**config.mk**
```make
export PLATFORM = sky130hd
export DESIGN_NAME = imem_load_ctrl
export DESIGN_NICKNAME = d
export VERILOG_FILES = /design/src/rtl/imem_pkg.sv /design/src/rtl/imem_load_ctrl.sv
export SDC_FILE = /design/constraint.sdc
export NUM_CORES = 1
export LEC_CHECK = 0
export BUFFER_PORTS_ARGS = -buffer_cell sky130_fd_sc_hd__buf_2
export CORE_MARGIN = 4
export CORE_UTILIZATION = 31
export DETAILED_ROUTE_END_ITERATION = 10
export GPL_TIMING_DRIVEN = 0
export PLACE_DENSITY = 0.82
export SYNTH_ARGS = -nofsm -noshare
export SYNTH_HDL_FRONTEND = slang
export SYNTH_SLANG_ARGS = --single-unit
```
**constraint.sdc**
```tcl
create_clock -name i_clk -period 1.5 [get_ports i_clk]
set_input_delay 0.225 -clock i_clk [delete_from_list [all_inputs] [get_ports i_clk]]
set_output_delay 0.225 -clock i_clk [all_outputs]
set_load 0.01 [all_outputs]
```
**src/rtl/imem_pkg.sv**
```systemverilog
// Shared types and constants for the instruction-memory load controller.
// Holds the controller phase encoding and the memory geometry defaults.
package imem_pkg;

    localparam int DEPTH_DEF  = 64;
    localparam int ADDR_W_DEF = 6;
    localparam int DATA_W_DEF = 32;

    localparam logic [31:0] NOP_INSTR = 32'h0000_0013;

    typedef enum logic [1:0] {
        CLEAR = 2'd0,
        LOAD  = 2'd1,
        RUN   = 2'd2
    } state_t;

endpackage

```
**src/rtl/imem_load_ctrl.sv**
```systemverilog
// Owns the instruction memory port: zero-fill, boot-stream load, then CPU fetch.
// The CPU is held in reset until a program is resident.
//
// state | meaning
// CLEAR | sweep every word to zero, one write per cycle
// LOAD  | accept boot words into consecutive addresses
// RUN   | program resident, serve CPU fetches
module imem_load_ctrl
    import imem_pkg::*;
#(
    parameter int DEPTH  = DEPTH_DEF,
    parameter int ADDR_W = ADDR_W_DEF,
    parameter int DATA_W = DATA_W_DEF
) (
    input  logic              i_clk,
    input  logic              i_reset,
    input  logic              i_ld_valid,
    input  logic [DATA_W-1:0] i_ld_data,
    input  logic              i_ld_last,
    output logic              o_ld_ready,
    input  logic              i_reload,
    input  logic              i_fetch_req,
    input  logic [31:0]       i_fetch_addr,
    output logic              o_fetch_valid,
    output logic [DATA_W-1:0] o_fetch_rdata,
    output logic              o_fetch_err,
    output logic              o_cpu_hold,
    output logic              o_load_done,
    output logic [ADDR_W:0]   o_load_count,
    output logic              o_mem_we,
    output logic [ADDR_W-1:0] o_mem_addr,
    output logic [DATA_W-1:0] o_mem_wdata,
    input  logic [DATA_W-1:0] i_mem_rdata
);

    localparam logic [ADDR_W-1:0] LAST_PTR   = ADDR_W'(DEPTH - 1);
    localparam logic [ADDR_W:0]   LAST_COUNT = (ADDR_W + 1)'(DEPTH - 1);
    localparam logic [31:0]       BYTE_LIMIT = 32'(DEPTH * 4);

    state_t            r_state;
    logic [ADDR_W-1:0] r_clr_ptr;
    logic [ADDR_W:0]   r_load_count;
    logic              r_fetch_valid;
    logic              r_fetch_err;

    logic w_ld_accept;
    logic w_fetch_fire;
    logic w_fetch_bad;

    // Decode is suppressed during reset so the memory port stays quiet.
    assign w_ld_accept  = !i_reset && (r_state == LOAD) && i_ld_valid;
    assign w_fetch_fire = !i_reset && (r_state == RUN) && i_fetch_req && !i_reload;
    assign w_fetch_bad  = (i_fetch_addr[1:0] != 2'b00) || (i_fetch_addr >= BYTE_LIMIT);

    assign o_ld_ready   = !i_reset && (r_state == LOAD);
    assign o_cpu_hold   = (r_state != RUN);
    assign o_load_done  = (r_state == RUN);
    assign o_load_count = r_load_count;

    always_comb begin
        o_mem_we    = 1'b0;
        o_mem_addr  = '0;
        o_mem_wdata = '0;
        if (!i_reset && r_state == CLEAR) begin
            o_mem_we   = 1'b1;
            o_mem_addr = r_clr_ptr;
        end else if (w_ld_accept) begin
            o_mem_we    = 1'b1;
            o_mem_addr  = r_load_count[ADDR_W-1:0];
            o_mem_wdata = i_ld_data;
        end else if (w_fetch_fire) begin
            o_mem_addr = i_fetch_addr[ADDR_W+1:2];
        end
    end

    // Read data arrives from the array in the response cycle, so it is muxed, not registered.
    assign o_fetch_valid = r_fetch_valid;
    assign o_fetch_err   = r_fetch_err;
    assign o_fetch_rdata = !r_fetch_valid ? '0 :
                           r_fetch_err    ? DATA_W'(NOP_INSTR) : i_mem_rdata;

    always_ff @(posedge i_clk) begin
        if (i_reset) begin
            r_state       <= CLEAR;
            r_clr_ptr     <= '0;
            r_load_count  <= '0;
            r_fetch_valid <= 1'b0;
            r_fetch_err   <= 1'b0;
        end else begin
            r_fetch_valid <= w_fetch_fire;
            r_fetch_err   <= w_fetch_fire && w_fetch_bad;
            case (r_state)
                CLEAR: begin
                    r_clr_ptr <= r_clr_ptr + 1'b1;
                    if (r_clr_ptr == LAST_PTR) begin
                        r_state      <= LOAD;
                        r_load_count <= '0;
                    end
                end
                LOAD: begin
                    if (w_ld_accept) begin
                        r_load_count <= r_load_count + 1'b1;
                        if (i_ld_last || r_load_count == LAST_COUNT) begin
                            r_state <= RUN;
                        end
                    end
                end
                RUN: begin
                    if (i_reload) begin
                        r_state      <= CLEAR;
                        r_clr_ptr    <= '0;
                        r_load_count <= '0;
                    end
                end
                default: begin
                    r_state   <= CLEAR;
                    r_clr_ptr <= '0;
                end
            endcase
        end
    end

endmodule

```
==> results.toml <==
[outcome]
status = "finished, violations left"
violations = "setup timing"

[sta]
fin_crit_ns = 1.79
layout_setup_ws_ns = -0.289
finalHoldViolations = 0
post-route-period-util_pct = 119
setup_viol = 49
rsz0062_at_grt = "true"
finalMaxSlewViolations = 0
tightest_slew_ns = 0.525
max_freq_mhz = 559
fin_tns_setup_ns = -8.88
slew_headroom_pct = 65.0
finalClockSkew_ns = 0.00126

[die]
start_util_pct = 32.9
die_w_um = 79.7
design.core.area_um2 = 4850
die_h_um = 79.7
dieArea_um2 = 6350
ios = 185
rows = 25

[clock_tree]
clkSinkCount = 17
cts-root-buf = "clkbuf_8"
htree_levels = 1
numCtsBuffers = 3
cts_tree = "built"
clkSlewWorstSetupHoldPaths_ns = 0.07
clkLatencyLatePin_ns = 0.25
postCtsHoldBufs = 0
cts.path.max_buffers = 2

[setup_path]
reg2reg_depth = 5
startpoint_type = "flop"
crit_type = "flop to primary output"
cp_cell_sequence = "and3b_1 -> buf_6 -> and2_4 -> a22o_1 -> a21o_1 -> buf_2"
cpPeakStageDelay_ns = 0.33
cp-end-kind = "primary output"
cp_max_fo = 5
slowest_stage = "dfxtp_2"
required_ns = 1.27
cp.arrival_ns = 1.56

[synthesis]
yosysSeqAreaShare_pct = 21.4
synth_seq_cells = 17
ys_warn_count = 0
syn_nets = 319
syn_avg_cell_area_um2 = 7.41
synthCells = 215
synth-main-ff-cell = "dfxtp_1"
synthArstFlopShare_pct = 0
netlist_area_um2 = 1590
yosysUniqueCellTypes = 45
synth-edff-count = 0

[layout]
syn_to_final_growth_pct = 113
fin_cells = 500
drive_above_1_share_pct = 67.0
nets = 538
fillers = 351
antenna_cells = 0

[drt]
vias = 2525
drt_wl_total_mm = 8.37
drtIter0Drc = 90
drt_pass1_iterations = 4
viasPerCell = 5.05
antenna_left = 0
remaining_drc_errors = 0
avgRoutedWirePerCell_um = 16.7

[place]
port_buffers = 183
placed_cells = 465
gp_congestion = 0.826
hpwl_mm = 5.55

[global_routing]
grt_pass1_vias = 2157
grt_pass1_wl_mm = 10.5
grt_usage_pct = 20.4
grt_start_max_net_pins = 11
antenna_found_initial = 0
globalRouteOverflowTotal = 0

[job]
cap_violations = 0

[pwr]
p_leak_nw = 1.93
peakVddDrop_uv = 580
pwr_density_cell_nw_per_um2 = 309

[worst_hold_path]
worstHoldPathType = "input pin to flop"
hold_depth = 2
logic make-up (layout without fill, tap and decap cells):
| family | Yosys count | count (layout) | synth area share (%) |
|---|---|---|---|
| simple gates | 121 | 122 | 46.0 |
| flops | 17 | 17 | 21.4 |
| buf+inv | 25 | 242 | 7.07 |
| compound gates | 48 | 48 | 22.9 |
| fa+ha+maj | 2 | 2 | 1.57 |
| mux | 1 | 1 | 0.628 |
| xor+xnor | 1 | 1 | 0.550 |
per-layer routing:
metal / vias to the layer above / part of all wire, % / track usage, %
met5: - / 0 / 0
met1: 1149 / 36 / 23.5
met3: 18 / 8.3 / 4.29
met4: 0 / 2.2 / 3.26
li1: 1229 / - / -
met2: 129 / 53 / 38.6
cell usage in the layout (no fill, tap or decap), types with 3 or more instances in the layout:
cell	count
a21o_1	7
and2_4	20
and3_4	3
nor2_1	7
buf_2	162
and2_1	11
dfxtp_4	3
a22o_1	6
a31oi_1	5
a21oi_1	5
clkbuf_8	6
a21oi_2	3
nor4_1	6
dfxtp_2	6
o21a_1	5
nand3_1	6
buf_4	21
nand2_4	3
buf_6	34
dfxtp_1	8
inv_1	5
buf_8	6
and3_1	30
nand2_1	10
report_power, final:
part	internal [W]	leakage [nW]	switching, W
clock	0.000189	0.0228	0.000169
sequential	0.000455	0.142	0.0000129
combinational	0.000136	1.76	0.0000847
state kept, by name, summed over array words and instances (netlist names):
| name | count |
|---|---|
| o_fetch_err | 1 |
| o_fetch_valid | 1 |
| o_load_count | 7 |
| r_clr_ptr | 6 |
| r_state | 2 |
synth_stat cells, types with 3 or more instances:
| cell | n | area [um^2] |
|---|---|---|
| or4_1 | 4 | 30.0 |
| nor3_1 | 3 | 15.0 |
| a22o_1 | 6 | 52.6 |
| nand2_1 | 12 | 45.0 |
| buf_2 | 3 | 15.0 |
| a21o_1 | 7 | 52.6 |
| nand3_1 | 7 | 35.0 |
| dfxtp_1 | 17 | 340 |
| a21oi_1 | 9 | 45.0 |
| and2_1 | 30 | 188 |
| o21a_1 | 5 | 37.5 |
| and3_1 | 33 | 206 |
| nor4_1 | 6 | 37.5 |
| clkbuf_1 | 14 | 52.6 |
| nor2_1 | 9 | 33.8 |
| a31oi_1 | 5 | 31.3 |
| inv_1 | 6 | 22.5 |
path summary, 6_finish.rpt:
| path | start | endpoint | slack, ns |
|---|---|---|---|
| min reg2reg | o_load_count[0]$_SDFFE_PP0P_ | o_load_count[0]$_SDFFE_PP0P_ | 0.50 |
| max | r_state[0]$_SDFFE_PP0P_ | o_mem_addr[1] | -0.29 |
| max reg2reg | r_state[1]$_SDFFE_PP0P_ | o_load_count[5]$_SDFFE_PP0P_ | -0.16 |
| min | i_reset | r_state[1]$_SDFFE_PP0P_ | 0.22 |
timing repair:
item	4_1_cts	5_1_grt
setup buffers	20	10
gates resized for setup	62	71
cloned	3	1
pin swaps	19	25
endpoints found under the setup margin	81	77
area by class of cell:
type / instances / area, um^2 / area share [%]
Timing Repair Buffer: 216 / 1360 / 40.2
Inverter: 6 / 26.3 / 0.775
Sequential cell: 17 / 359 / 10.6
Buffer: 16 / 174 / 5.13
Clock buffer: 4 / 45.0 / 1.33
Tap cell: 67 / 83.8 / 2.47
Multi-Input combinational cell: 174 / 1340 / 39.5
worst max-delay path, delay by kind of cell, from the launching register on:
family,cells,cell delay (ns)
flip-flops,1,0.33
AND/OR/NAND/NOR,2,0.34
buffers and inverters,2,0.25
AO/OA/AOI/OAI,2,0.38
stage by stage:
stage               area, um^2  power [W]  util, %  setup WS (ns)  hold slack (ns)
finish                    3390    0.00105     69.9         -0.289            0.216
global route              3390    0.00109     69.9         -0.356            0.208
CTS                       3060    0.00103     63.1         -0.252            0.209
detailed placement        2630   0.000675     54.2         -0.300            0.467
global placement          2630   0.000671     54.2         -0.272            0.461
floorplan                 1630   0.000533        -       -0.00901            0.422
No activity file was read; power rests on OpenSTA's default activity.
